$ cat src/rtl/gcd_req_seq_if.sv
// rtl/gcd_req_seq_if.sv - request/core/response signal bundle for gcd_req_seq
//
// Ports (slave = sequencer view):
//   request  : req_valid_i, req_a_i, req_b_i in; req_ready_o out
//   core     : gcd_result_i, gcd_done_i in; gcd_operand_a_o, gcd_operand_b_o, gcd_enable_o out
//   response : rsp_ready_i in; rsp_valid_o, rsp_gcd_o, rsp_a_o, rsp_b_o, rsp_err_o out
//   status   : count_o out (FIFO occupancy)
interface gcd_req_seq_if #(
  parameter int DATA_WIDTH = 8,
  parameter int DEPTH      = 4
);
  localparam int CW = $clog2(DEPTH + 1);

  logic                  req_valid_i;
  logic                  req_ready_o;
  logic [DATA_WIDTH-1:0] req_a_i;
  logic [DATA_WIDTH-1:0] req_b_i;

  logic [DATA_WIDTH-1:0] gcd_operand_a_o;
  logic [DATA_WIDTH-1:0] gcd_operand_b_o;
  logic                  gcd_enable_o;
  logic [DATA_WIDTH-1:0] gcd_result_i;
  logic                  gcd_done_i;

  logic                  rsp_valid_o;
  logic                  rsp_ready_i;
  logic [DATA_WIDTH-1:0] rsp_gcd_o;
  logic [DATA_WIDTH-1:0] rsp_a_o;
  logic [DATA_WIDTH-1:0] rsp_b_o;
  logic                  rsp_err_o;

  logic [CW-1:0]         count_o;

  modport slave (
    input  req_valid_i, req_a_i, req_b_i,
    output req_ready_o,
    output gcd_operand_a_o, gcd_operand_b_o, gcd_enable_o,
    input  gcd_result_i, gcd_done_i,
    output rsp_valid_o, rsp_gcd_o, rsp_a_o, rsp_b_o, rsp_err_o,
    input  rsp_ready_i,
    output count_o
  );

  modport master (
    output req_valid_i, req_a_i, req_b_i,
    input  req_ready_o,
    input  gcd_operand_a_o, gcd_operand_b_o, gcd_enable_o,
    output gcd_result_i, gcd_done_i,
    input  rsp_valid_o, rsp_gcd_o, rsp_a_o, rsp_b_o, rsp_err_o,
    output rsp_ready_i,
    input  count_o
  );
endinterface

$ cat src/rtl/gcd_req_seq.sv
// rtl/gcd_req_seq.sv - queued operand-pair sequencer driving an external GCD core
//
// Ports:
//   clk_i    in  sole clock, rising edge
//   reset_i  in  synchronous active-high reset
//   bus      gcd_req_seq_if.slave: request FIFO input, core launch/result, response output
module gcd_req_seq #(
  parameter int DATA_WIDTH = 8,
  parameter int DEPTH      = 4,
  parameter int MAX_CYCLES = 256
) (
  input  logic          clk_i,
  input  logic          reset_i,
  gcd_req_seq_if.slave  bus
);

  localparam int CW    = $clog2(DEPTH + 1);
  localparam int PW    = $clog2(DEPTH);
  localparam int CYC_W = $clog2(MAX_CYCLES);
  localparam logic [CYC_W-1:0] CYC_LAST = CYC_W'(MAX_CYCLES - 1);
  localparam logic [CW-1:0]    CNT_FULL = CW'(DEPTH);

  typedef enum logic [1:0] {
    S_IDLE,
    S_RUN,
    S_RESP
  } state_t;

  state_t r_state;
  state_t w_state_nxt;

  logic [DATA_WIDTH-1:0] r_mem_a [DEPTH];
  logic [DATA_WIDTH-1:0] r_mem_b [DEPTH];
  logic [PW-1:0]         r_wr_ptr;
  logic [PW-1:0]         r_rd_ptr;
  logic [CW-1:0]         r_count;
  logic [CW-1:0]         w_count_nxt;
  logic                  r_req_ready;

  logic [DATA_WIDTH-1:0] r_op_a;
  logic [DATA_WIDTH-1:0] r_op_b;
  logic [DATA_WIDTH-1:0] r_rsp_gcd;
  logic                  r_rsp_err;
  logic [CYC_W-1:0]      r_cyc;

  logic                  w_push;
  logic                  w_pop;
  logic                  w_fifo_nempty;
  logic [DATA_WIDTH-1:0] w_head_a;
  logic [DATA_WIDTH-1:0] w_head_b;
  logic                  w_head_bypass;
  logic                  w_wd_expire;
  logic                  w_enable;
  logic                  w_rsp_valid;

  // Ready is a registered copy of "not full", so a full FIFO refuses a push
  // even in a cycle where the sequencer pops.
  assign w_push        = bus.req_valid_i && r_req_ready;
  assign w_fifo_nempty = (r_count != '0);
  assign w_head_a      = r_mem_a[r_rd_ptr];
  assign w_head_b      = r_mem_b[r_rd_ptr];
  // A zero operand makes the answer trivial, so the core is never started.
  assign w_head_bypass = (w_head_a == '0) || (w_head_b == '0);
  assign w_wd_expire   = (r_cyc == CYC_LAST);
  assign w_count_nxt   = r_count + CW'(w_push) - CW'(w_pop);

  always_ff @(posedge clk_i) begin
    if (reset_i) begin
      r_state <= S_IDLE;
    end else begin
      r_state <= w_state_nxt;
    end
  end

  always_comb begin
    w_state_nxt = r_state;
    w_pop       = 1'b0;
    w_enable    = 1'b0;
    w_rsp_valid = 1'b0;
    case (r_state)
      S_IDLE: begin
        if (w_fifo_nempty) begin
          w_pop       = 1'b1;
          w_state_nxt = w_head_bypass ? S_RESP : S_RUN;
        end
      end
      S_RUN: begin
        w_enable = 1'b1;
        if (bus.gcd_done_i || w_wd_expire) begin
          w_state_nxt = S_RESP;
        end
      end
      S_RESP: begin
        w_rsp_valid = 1'b1;
        if (bus.rsp_ready_i) begin
          w_state_nxt = S_IDLE;
        end
      end
      default: begin
        w_state_nxt = S_IDLE;
      end
    endcase
  end

  // Storage array carries no reset; occupancy and pointers define validity.
  always_ff @(posedge clk_i) begin
    if (w_push) begin
      r_mem_a[r_wr_ptr] <= bus.req_a_i;
      r_mem_b[r_wr_ptr] <= bus.req_b_i;
    end
  end

  always_ff @(posedge clk_i) begin
    if (reset_i) begin
      r_wr_ptr    <= '0;
      r_rd_ptr    <= '0;
      r_count     <= '0;
      r_req_ready <= 1'b0;
    end else begin
      if (w_push) begin
        r_wr_ptr <= r_wr_ptr + 1'b1;
      end
      if (w_pop) begin
        r_rd_ptr <= r_rd_ptr + 1'b1;
      end
      r_count     <= w_count_nxt;
      r_req_ready <= (w_count_nxt != CNT_FULL);
    end
  end

  always_ff @(posedge clk_i) begin
    if (reset_i) begin
      r_op_a    <= '0;
      r_op_b    <= '0;
      r_rsp_gcd <= '0;
      r_rsp_err <= 1'b0;
      r_cyc     <= '0;
    end else begin
      case (r_state)
        S_IDLE: begin
          if (w_pop) begin
            r_op_a    <= w_head_a;
            r_op_b    <= w_head_b;
            r_rsp_err <= 1'b0;
            r_cyc     <= '0;
            if (w_head_bypass) begin
              r_rsp_gcd <= w_head_a | w_head_b;
            end
          end
        end
        S_RUN: begin
          if (bus.gcd_done_i) begin
            r_rsp_gcd <= bus.gcd_result_i;
            r_rsp_err <= 1'b0;
          end else if (w_wd_expire) begin
            r_rsp_gcd <= '0;
            r_rsp_err <= 1'b1;
          end else begin
            r_cyc <= r_cyc + 1'b1;
          end
        end
        default: begin
        end
      endcase
    end
  end

  assign bus.req_ready_o     = r_req_ready;
  assign bus.count_o         = r_count;
  assign bus.gcd_operand_a_o = r_op_a;
  assign bus.gcd_operand_b_o = r_op_b;
  assign bus.gcd_enable_o    = w_enable;
  assign bus.rsp_valid_o     = w_rsp_valid;
  assign bus.rsp_gcd_o       = r_rsp_gcd;
  assign bus.rsp_a_o         = r_op_a;
  assign bus.rsp_b_o         = r_op_b;
  assign bus.rsp_err_o       = r_rsp_err;

endmodule

$ cat src/flat_wrapper.sv
// flat-port wrapper written by rule: the top's interface ports become plain ports
module gcd_req_seq_flat 
#(
  parameter int DATA_WIDTH = 8,
  parameter int DEPTH      = 4,
  parameter int MAX_CYCLES = 256
)
  (clk_i, reset_i, bus_req_valid_i, bus_req_a_i, bus_req_b_i, bus_req_ready_o, bus_gcd_operand_a_o, bus_gcd_operand_b_o, bus_gcd_enable_o, bus_gcd_result_i, bus_gcd_done_i, bus_rsp_valid_o, bus_rsp_gcd_o, bus_rsp_a_o, bus_rsp_b_o, bus_rsp_err_o, bus_rsp_ready_i, bus_count_o);
  gcd_req_seq_if #(.DATA_WIDTH(DATA_WIDTH), .DEPTH(DEPTH)) bus_i ();
  input  logic clk_i;
  input  logic reset_i;
  input wire logic [$bits(bus_i.req_valid_i)-1:0] bus_req_valid_i;
  input wire logic [$bits(bus_i.req_a_i)-1:0] bus_req_a_i;
  input wire logic [$bits(bus_i.req_b_i)-1:0] bus_req_b_i;
  output wire logic [$bits(bus_i.req_ready_o)-1:0] bus_req_ready_o;
  output wire logic [$bits(bus_i.gcd_operand_a_o)-1:0] bus_gcd_operand_a_o;
  output wire logic [$bits(bus_i.gcd_operand_b_o)-1:0] bus_gcd_operand_b_o;
  output wire logic [$bits(bus_i.gcd_enable_o)-1:0] bus_gcd_enable_o;
  input wire logic [$bits(bus_i.gcd_result_i)-1:0] bus_gcd_result_i;
  input wire logic [$bits(bus_i.gcd_done_i)-1:0] bus_gcd_done_i;
  output wire logic [$bits(bus_i.rsp_valid_o)-1:0] bus_rsp_valid_o;
  output wire logic [$bits(bus_i.rsp_gcd_o)-1:0] bus_rsp_gcd_o;
  output wire logic [$bits(bus_i.rsp_a_o)-1:0] bus_rsp_a_o;
  output wire logic [$bits(bus_i.rsp_b_o)-1:0] bus_rsp_b_o;
  output wire logic [$bits(bus_i.rsp_err_o)-1:0] bus_rsp_err_o;
  input wire logic [$bits(bus_i.rsp_ready_i)-1:0] bus_rsp_ready_i;
  output wire logic [$bits(bus_i.count_o)-1:0] bus_count_o;
  assign bus_i.req_valid_i = bus_req_valid_i;
  assign bus_i.req_a_i = bus_req_a_i;
  assign bus_i.req_b_i = bus_req_b_i;
  assign bus_req_ready_o = bus_i.req_ready_o;
  assign bus_gcd_operand_a_o = bus_i.gcd_operand_a_o;
  assign bus_gcd_operand_b_o = bus_i.gcd_operand_b_o;
  assign bus_gcd_enable_o = bus_i.gcd_enable_o;
  assign bus_i.gcd_result_i = bus_gcd_result_i;
  assign bus_i.gcd_done_i = bus_gcd_done_i;
  assign bus_rsp_valid_o = bus_i.rsp_valid_o;
  assign bus_rsp_gcd_o = bus_i.rsp_gcd_o;
  assign bus_rsp_a_o = bus_i.rsp_a_o;
  assign bus_rsp_b_o = bus_i.rsp_b_o;
  assign bus_rsp_err_o = bus_i.rsp_err_o;
  assign bus_i.rsp_ready_i = bus_rsp_ready_i;
  assign bus_count_o = bus_i.count_o;
  gcd_req_seq #(.DATA_WIDTH(DATA_WIDTH), .DEPTH(DEPTH), .MAX_CYCLES(MAX_CYCLES)) u_core (.clk_i(clk_i), .reset_i(reset_i), .bus(bus_i));
endmodule
$ cat config.mk
export PLATFORM = sky130hd
export DESIGN_NAME = gcd_req_seq_flat
export DESIGN_NICKNAME = d
export VERILOG_FILES = /design/src/rtl/gcd_req_seq_if.sv /design/src/rtl/gcd_req_seq.sv /design/src/flat_wrapper.sv
export SDC_FILE = /design/constraint.sdc
export NUM_CORES = 1
export LEC_CHECK = 0
export CAP_MARGIN = 40
export CORE_UTILIZATION = 67
export CTS_CLUSTER_DIAMETER = 150
export DETAILED_ROUTE_END_ITERATION = 7
export DONT_BUFFER_PORTS = 1
export PLACE_DENSITY = 0.81
export SYNTH_ARGS = -nofsm -noshare
export SYNTH_HDL_FRONTEND = slang
export SYNTH_SLANG_ARGS = --single-unit
$ cat constraint.sdc
create_clock -name clk_i -period 6.5 [get_ports clk_i]
set_input_delay 1.3 -clock clk_i [delete_from_list [all_inputs] [get_ports clk_i]]
set_output_delay 1.3 -clock clk_i [all_outputs]
set_load 0.005 [all_outputs]
=== After elaboration in Yosys (flattened, before gate mapping) ===
Memories as Yosys holds them, arrays and structs flattened. A register that Yosys moved wholly into a read port is not among the register bits.
Index checks and enable logic that the tools add are counted.

* $add $sub $neg: 5
* Eq/ne operators: 12
* Multiplexer cells: 28
* Bitwise logic cells: 1
* Reduce and logical (&&, ||, !) cells: 13

{| class="wikitable"
|+ Operators with widths
! cell !! count
|-
| $mux W8 || 7
|-
| $pmux W8 S2 || 2
|-
| $logic_not A8 Y1 || 2
|-
| $mux W2 || 8
|-
| $mux W1 || 9
|-
| $add A8 B1 Y8 const B || 1
|-
| $eq A8 B8 Y1 const B || 1
|-
| $ne A2 B1 Y1 const B || 4
|-
| $or A8 B8 Y8 || 1
|-
| $reduce_and A4 Y1 || 2
|-
| $ne A2 B2 Y1 const B || 3
|-
| $pmux W2 S3 || 1
|-
| $reduce_and A3 Y1 || 2
|-
| $add A2 B1 Y2 const B || 2
|-
| $add A3 B1 Y3 || 1
|-
| $ne A3 B2 Y1 const B || 1
|-
| $ne A3 B3 Y1 const B || 1
|-
| $reduce_bool A3 Y1 || 1
|-
| $sub A3 B1 Y3 || 1
|-
| $eq A2 B1 Y1 const B || 1
|-
| $eq A2 B2 Y1 const B || 1
|-
| $logic_not A2 Y1 || 1
|-
| $logic_or A1 B1 Y1 || 2
|-
| $pmux W1 S2 || 1
|-
| 3 further kinds || 3
|}

* Flip-flop bits (word level): 43
* Memory bits (writable): 64
* Input port bits: 29
* Output and inout port bits: 47
* Logic and storage cells: 71
* Memories: 2

{| class="wikitable"
|+ Memory list
! memory !! depth !! width !! rd ports !! clocked after Yosys merged registers in !! wr ports !! RTL line !! text
|-
| u_core.r_mem_a || 4 || 8 || 1 || 1 || 1 || gcd_req_seq.sv:32 || <nowiki>logic [DATA_WIDTH-1:0] r_mem_a [DEPTH];</nowiki>
|-
| u_core.r_mem_b || 4 || 8 || 1 || 1 || 1 || gcd_req_seq.sv:33 || <nowiki>logic [DATA_WIDTH-1:0] r_mem_b [DEPTH];</nowiki>
|}

=== Logic depth before layout (Yosys ltp) ===
* Word-level depth: 5
* Mapped depth: 14

=== Least setup slack after synthesis ===
No wires, ideal clock.

* Kind: reg2reg
* From: register u_core.r_count[1], in the netlist u_core.bus.count_o[1]
* To: register u_core.r_req_ready, in the netlist u_core.bus.req_ready_o
* Library setup time: 128 ps
* Arrival: 2768 ps
* Required time: 6372 ps
* Slack: 3605 ps
* Stages on the path, launching flop included: 15
* Clock period less this slack: 2895 ps
* Path through: dfxtp_1 > nor3_1 > or3_1 > clkbuf_1 > inv_2 > clkbuf_1 > buf_1 > ha_1 > inv_1 > ha_1 > fa_1 > xnor2_1 > xnor2_1 > nor3_1 > nor2_1

* Cells in the longest elaborated chain, start to end: 5
* Elaborated cells on any way between the ends: 6
* Classes of those cells: add/sub: 2; eq/ne: 1; mux: 2; reduce/logical: 1

{| class="wikitable"
|+ RTL lines
! what !! RTL line !! text
|-
| start: declaration || gcd_req_seq.sv:36 || <nowiki>logic [CW-1:0] r_count;</nowiki>
|-
| start signal: assignment || gcd_req_seq.sv:126 || <nowiki>r_count <= w_count_nxt;</nowiki>
|-
| $reduce_bool A3 Y1 || gcd_req_seq.sv:59 || <nowiki>assign w_fifo_nempty = (r_count != '0);</nowiki>
|-
| $mux W1 || gcd_req_seq.sv:82 || <nowiki>if (w_fifo_nempty) begin</nowiki>
|-
| $mux W1 || gcd_req_seq.sv:80 || <nowiki>case (r_state)</nowiki>
|-
| net u_core.w_pop || gcd_req_seq.sv:47 || <nowiki>logic w_pop;</nowiki>
|-
| $sub A3 B1 Y3 || gcd_req_seq.sv:65 || <nowiki>assign w_count_nxt = r_count + CW'(w_push) - CW'(w_pop);</nowiki>
|-
| $ne A3 B3 Y1 || gcd_req_seq.sv:127 || <nowiki>r_req_ready <= (w_count_nxt != CNT_FULL);</nowiki>
|-
| end signal: assignment || gcd_req_seq.sv:127 ||
|-
| end: declaration || gcd_req_seq.sv:38 || <nowiki>logic r_req_ready;</nowiki>
|}

The timed path passes the listed nets, and every way through them passes these cells.
A chain may end at the register's enable or synchronous reset.

=== Final worst setup path ===
* From: register u_core.r_count[1], in the netlist u_core.bus.count_o[1]
* To: register u_core.r_req_ready, in the netlist u_core.bus.req_ready_o

* Cells in the longest elaborated chain, start to end: 5
* Elaborated cells on any way between the ends: 6
* Classes of those cells: add/sub: 2; eq/ne: 1; mux: 2; reduce/logical: 1

{| class="wikitable"
|+ RTL lines
! what !! RTL line
|-
| parallel branches: the longest is 3 deep, another holds $add A3 B1 Y3 || --
|-
| $sub A3 B1 Y3 * || gcd_req_seq.sv:65
|-
| $ne A3 B3 Y1 * || gcd_req_seq.sv:127
|}

Every way passes the cells marked *.

==> results.json <==
{
  "p_leak_uw": 0.00162,
  "relSlewSlack": 0.441,
  "tightest_slew_ns": 0.838,
  "cts-resized-gates": 0,
  "clock_skew_ns": 0.0110,
  "clkTransAtPathRegs_ns": 0.10,
  "cp.arrival_ns": 3.45,
  "crit_type": "flop to flop",
  "syn_area_per_cell_um2": 12.9,
  "fillers": 476,
  "core_um2": 6790,
  "post-route-period-util": 0.487,
  "synth_area_leader_cell": "edfxtp_1",
  "rsz0062_at_grt": "false",
  "synth.distinct_cells": 48,
  "vias_per_cell": 6.12,
  "hpwl_um": 5650,
  "grt_pass1_wl_um": 13200,
  "diodes": 0,
  "fp-row-count": 30,
  "cpMaxStageDelayCell": "or3_1",
  "syn_inst": 364,
  "synthesis.nets": 401,
  "cts_tree": "yes",
  "nets": 377,
  "p_total_uw": 1960,
  "boundaryPins": 76,
  "synth-edff-count": 64,
  "yosysTopAreaCellShare": 0.410,
  "cp_cell_sequence": "nor3_1 > or3_1 > inv_2 > ha_1 > inv_1 > ha_1 > fa_1 > xnor2_1 > xnor2_1 > nor3_1 > nor2_1",
  "peakVddDrop_uv": 223,
  "root_buffer": "clkbuf_8",
  "drv_slew": 0,
  "first_iter_violations": 200,
  "setup.worst_path.start": "u_core.bus.count_o[1]$_SDFF_PP0_",
  "min_from": "u_core.r_cyc[4]$_SDFFE_PP0P_",
  "routed_wl_um": 8260,
  "max-clock-path-buffers": 2,
  "outcome": "completed",
  "synth-seq-area-share": 0.602,
  "clk_latency_ns": 0.38,
  "syn_area_um2": 4690,
  "die_x_um": 85.6,
  "synthToLayoutAreaGrowth_pct": 1.25,
  "start_kind": "flop",
  "r2r_start": "u_core.bus.count_o[1]$_SDFF_PP0_",
  "tns_ns": 0,
  "die-area_um2": 7330,
  "fmax_mhz": 316,
  "wl_per_cell_um": 18.7,
  "h-tree-depth": 3,
  "drc": 0,
  "gp_congestion": 0.749,
  "vias": 2701,
  "synthFlopType": "edfxtp_1",
  "drive_gt1_frac": 0.113,
  "power_density_nw_per_um2": 414,
  "grt_pass1_vias": 2611,
  "cts_hold_buffers": 0,
  "crit_required_ns": 6.78,
  "finalSetupViolations": 0,
  "cp_max_fo": 29,
  "io_buffers": 0,
  "overflow": 0,
  "drv_cap": 0,
  "grt.total_usage": 0.242,
  "hold_class": "flop to flop",
  "dr.pass1.iters": 4,
  "critPathCaptureType": "flop",
  "ys_seq_elements": 109,
  "clkSinkCount": 109,
  "numCtsBuffers": 9,
  "finalCriticalPeriod_ns": 3.17,
  "hold_violations": 0,
  "max_stage_delay_ns": 0.56,
  "grt_max_degree": 36,
  "postCtsSetupRepairBufs": 0,
  "start_util": 0.690,
  "ant_nets": 0,
  "yosys_warnings": 0,
  "synth_area_leaders": "edfxtp_1, dfxtp_1, mux4_2",
  "antenna_found_initial": 0,
  "die_h_um": 85.6,
  "synthArstFlopShare": 0
}
-- metal layers --
layer / wire (µm) / up-vias / GRT usage / share of wire
li1: - / 1276 / - / -
met1: 3470 / 1336 / 0.306 / 0.42
met2: 4120 / 76 / 0.409 / 0.50
met3: 547 / 13 / 0.0664 / 0.066
met4: 123 / 0 / 0.0788 / 0.015
met5: 0 / - / 0 / 0
-- worst max-delay path, delay by kind of cell, from the launching register on --
family,cells,cell delay [ns]
buf+inv,2,0.42
xor+xnor,2,0.29
simple gates,4,1.01
fa+ha+maj,3,0.97
flops,1,0.37
-- worst paths after layout --
check / end / cells after the start / slack (ns)
max: u_core.bus.req_ready_o$_SDFF_PP0_ / 11 / 3.33
min: u_core.r_cyc[4]$_SDFFE_PP0P_ / 1 / 0.51
max reg2reg: u_core.bus.req_ready_o$_SDFF_PP0_ / 11 / 3.33
min reg2reg: u_core.r_cyc[4]$_SDFFE_PP0P_ / 1 / 0.51
-- Yosys cell counts (2+ instances only) --
library cell / instances
edfxtp_1: 64
nand2_1: 54
dfxtp_1: 45
a21oi_1: 22
buf_4: 17
clkbuf_1: 12
mux4_2: 12
nor2_1: 10
inv_1: 9
nand3_1: 9
nor3_1: 8
o2111ai_1: 8
o21ai_0: 8
o311ai_1: 8
or2_1: 8
and3_1: 7
ha_1: 7
xor2_1: 5
a211oi_1: 4
mux4_1: 4
nor2b_1: 4
xnor2_1: 4
mux2i_1: 3
o21ai_1: 3
buf_6: 2
inv_2: 2
nand4_1: 2
nor4_2: 2
or4_4: 2
-- state kept, by name (all words and copies together), names as in the netlist, 2 cells and up, named ones only --
name                        flops
u_core.r_mem_b                 32
u_core.bus.gcd_operand_a_o      8
u_core.r_wr_ptr                 2
u_core.r_cyc                    8
u_core.r_rd_ptr                 2
u_core.r_mem_a                 32
u_core.bus.count_o              3
u_core.r_state                  2
u_core.bus.gcd_operand_b_o      8
u_core.bus.rsp_gcd_o            8
-- power breakdown --
part	total [µW]	internal [µW]	leakage, µW	switching, µW
clock network	397	151	0.000101	247
logic	594	231	0.000568	363
registers	971	849	0.000949	122
total	1960	1230	0.00162	732
-- cell usage in the layout (no fill, tap or decap), drive strengths merged --
master and count:
nor3 8, fa 1, or3 1, edfxtp 64, clkbuf 9, o21ai 11, nor2b 4, inv 15
nor4 2, a41oi 1, buf 2, mux4 16, nand2 54, nand2b 1, nand3b 1, a21o 2
dfxtp 45, a211o 1, xnor2 4, and4 1, and3 7, a32oi 1, a211oi 4, nand4 2
xor2 5, o2111ai 8, a21oi 22, clkinv 3, nand3 9, o311ai 8, or4 2, and2 1
a22oi 1, or2 8, nor2 11, ha 7, mux2i 3
-- stage by stage --
step           area [µm²]  setup WS, ns  utilization  std cells  hold slack, ns
6_report             4750          3.33        0.699        441           0.507
5_1_grt              4750          3.02        0.699        441           0.518
4_1_cts              4750          3.34        0.699        441           0.500
3_5_place_dp         4550          3.35        0.670        425           0.482
3_3_place_gp         4540          3.45        0.668        424           0.471
2_1_floorplan        4690          3.60            -        364           0.448
-- cell type report --
class	count	area (µm²)	share of cell area
sequential	109	2820	0.595
inverter	11	41.3	0.00870
tap	96	120	0.0253
multi-input combinational	207	1550	0.326
clock inverter	7	70.1	0.0148
timing repair buffer	2	22.5	0.00475
clock buffer	9	124	0.0261
-- cells by family (layout without fill, tap and decap cells) --
logic type                 count (synthesis)  in the layout  share of synthesized area
DFF                                      109            109                      0.602
and+or+nand+nor                          112            112                      0.119
adders and majority gates                  8              8                     0.0230
muxes                                     19             19                     0.0865
buffers and inverters                     48             29                     0.0681
AOI/OAI and AO/OA                         59             59                     0.0841
xor gates and xnor gates                   9              9                     0.0168
(Power assumes the default switching activity.)
==> RTL change: new RTL, same settings <==
`DATA_WIDTH` is set to 8 in 3 places; all go to 6.
--- a/src/rtl/gcd_req_seq_if.sv
+++ b/src/rtl/gcd_req_seq_if.sv
@@ -6,7 +6,7 @@
 //   response : rsp_ready_i in; rsp_valid_o, rsp_gcd_o, rsp_a_o, rsp_b_o, rsp_err_o out
 //   status   : count_o out (FIFO occupancy)
 interface gcd_req_seq_if #(
-  parameter int DATA_WIDTH = 8,
+  parameter int DATA_WIDTH = 6,
   parameter int DEPTH      = 4
 );
   localparam int CW = $clog2(DEPTH + 1);
--- a/src/rtl/gcd_req_seq.sv
+++ b/src/rtl/gcd_req_seq.sv
@@ -5,7 +5,7 @@
 //   reset_i  in  synchronous active-high reset
 //   bus      gcd_req_seq_if.slave: request FIFO input, core launch/result, response output
 module gcd_req_seq #(
-  parameter int DATA_WIDTH = 8,
+  parameter int DATA_WIDTH = 6,
   parameter int DEPTH      = 4,
   parameter int MAX_CYCLES = 256
 ) (
--- a/src/flat_wrapper.sv
+++ b/src/flat_wrapper.sv
@@ -1,7 +1,7 @@
 // flat-port wrapper written by rule: the top's interface ports become plain ports
 module gcd_req_seq_flat 
 #(
-  parameter int DATA_WIDTH = 8,
+  parameter int DATA_WIDTH = 6,
   parameter int DEPTH      = 4,
   parameter int MAX_CYCLES = 256
 )
Interface: changed (8 resized); port bits go from 76 to 60. The function was not compared with the original's and may differ.
==> RTL change against the unedited design <==
Routed wire length fell by 24%; total power fell by 14%; design area is 20% lower; core utilization up 3.7 points; sequential share of layout area shrank 1.0 points; worst setup slack improved by 360 ps; synthesized cell count down 22%; sequential cell count fell by 22; clock skew is essentially flat; critical endpoint unchanged; synthesized area is 22% lower.
==> RTL change: results (changes against the unedited design) <==
\begin{tabular}{lr}
\hline
Metric & Value \\
\hline
\multicolumn{2}{l}{\textbf{Worst setup path}} \\
Biggest fanout along the worst timing path & 22 (-24\%) \\
Crit path largest cell delay & 470 ps (-90 ps) \\
Data arrival time of the critical path & 3070 ps (-380 ps) \\
Family of cells with the greatest summed delay on the critical path & adder cells \\
Path depth of the worst reg2reg path & 12 (+1) \\
\multicolumn{2}{l}{\textbf{Layout}} \\
Clock network area share & 5.53\% (+1.4 points) \\
Flip-flop and latch share of the layout cell area & 58.4\% (-1.0 points) \\
Non-Filler Instances & 347 (-21\%) \\
Count of plain and timing-repair buffers & 1 (-1) \\
Proportion of layout cells with a drive suffix above 1 & 9.39\% (-1.9 points) \\
Post-layout net count & 303 (-20\%) \\
Fill cell instance count of the final layout & 318 (-33\%) \\
Comb\_multi\_in & 162 (-22\%) \\
Proportion of final cell area spent on non-clock buffers & 0.197\% (-0.28 points) \\
\multicolumn{2}{l}{\textbf{Pwr}} \\
Static leakage & 1.33 nW (-18\%) \\
\multicolumn{2}{l}{\textbf{Route}} \\
DR WL met2 & 3130 um (-24\%) \\
Vias per cell & 5.95 (-2.8\%) \\
\multicolumn{2}{l}{\textbf{STA}} \\
Part of the cycle the worst path needs & 43.3\% (-5.5 points) \\
Setup clock skew after layout & 10.6 ps (-0.373 ps) \\
\multicolumn{2}{l}{\textbf{Worst hold path}} \\
HP Start & u\_core.bus.rsp\_gcd\_o[0] \\
\multicolumn{2}{l}{\textbf{Logic synthesis}} \\
Portion of the post-synthesis area used by sequential elements & 61.1\% (+0.87 points) \\
Cell types occupying the most area after synthesis & sky130\_fd\_sc\_hd\_\_edfxtp\_1 40\%, sky130\_fd\_sc\_hd\_\_dfxtp\_1 21\%, sky130\_fd\_sc\_hd\_\_mux4\_1 5.8\% \\
Synth top cells by count & 48 x sky130\_fd\_sc\_hd\_\_edfxtp\_1, 39 x sky130\_fd\_sc\_hd\_\_dfxtp\_1, 32 x sky130\_fd\_sc\_hd\_\_nand2\_1 \\
Number of distinct library cells after synthesis & 39 (-19\%) \\
Syn nets & 314 (-22\%) \\
Number of flops mapped to enable cells by yosys & 48 (-25\%) \\
\multicolumn{2}{l}{\textbf{Run status}} \\
Outcome & finished clean \\
\multicolumn{2}{l}{\textbf{Placement}} \\
Pre-CTS setup slack & 3690 ps (+335 ps) \\
Final Wtd Congestion & 0.823 (+9.8\%) \\
\multicolumn{2}{l}{\textbf{Global route}} \\
M1 GR Usage & 28.7\% (-1.9 points) \\
Largest net degree at the start of global routing & 45 (+25\%) \\
Global routing usage on met2 & 40.7\% (-0.20 points) \\
Met3 global-route usage & 10.2\% (+3.5 points) \\
All-layer global routing usage & 24.3\% (+0.057 points) \\
\hline
\end{tabular}
-- RTL change: worst min path at each step --
stage | to | slack, ps | depth (start not counted)
finish | u_core.bus.rsp_gcd_o[0] | 490 | 2
global placement | u_core.bus.rsp_gcd_o[5] | 470 | 2
global route | u_core.bus.gcd_operand_a_o[2] | 540 | 2
CTS | u_core.bus.rsp_gcd_o[0] | 500 | 2
floorplan | u_core.bus.rsp_gcd_o[0] | 470 | 2
detailed placement | u_core.bus.rsp_gcd_o[0] | 480 | 2
-- RTL change: report_power, final --
| group | internal, W | leakage (nW) | switching (W) |
|---|---|---|---|
| Sequential | 0.000691 | 0.755 | 0.000111 |
| Clock | 0.000187 | 0.110 | 0.000204 |
| Combinational | 0.000207 | 0.461 | 0.000288 |
-- RTL change: per-stage QoR --
stage          cell area, sq um  utilization [%]
3_3_place_gp               3590             69.4
6_report                   3800             73.5
4_1_cts                    3800             73.5
5_1_grt                    3800             73.5
3_5_place_dp               3590             69.4
2_1_floorplan              3640                -
-- RTL change: worst reg2reg max path, delay by kind of cell (launching register included) --
| family | cells | cell delay, ps |
|---|---|---|
| AND/OR/NAND/NOR | 3 | 450 |
| buffers and inverters | 3 | 720 |
| flip-flops | 1 | 350 |
| adder cells (fa/ha/maj) | 3 | 780 |
| AO/OA/AOI/OAI | 1 | 110 |
| XOR/XNOR | 2 | 300 |
-- RTL change: logic make-up after synthesis --
| group | share of synthesized area (%) |
|---|---|
| AND/OR/NAND/NOR | 11.9 |
| flip-flops | 61.1 |
| AO/OA/AOI/OAI | 6.98 |
| buffers and inverters | 4.99 |
| multiplexers | 9.91 |
| XOR/XNOR | 2.17 |
| adder cells (fa/ha/maj) | 2.96 |
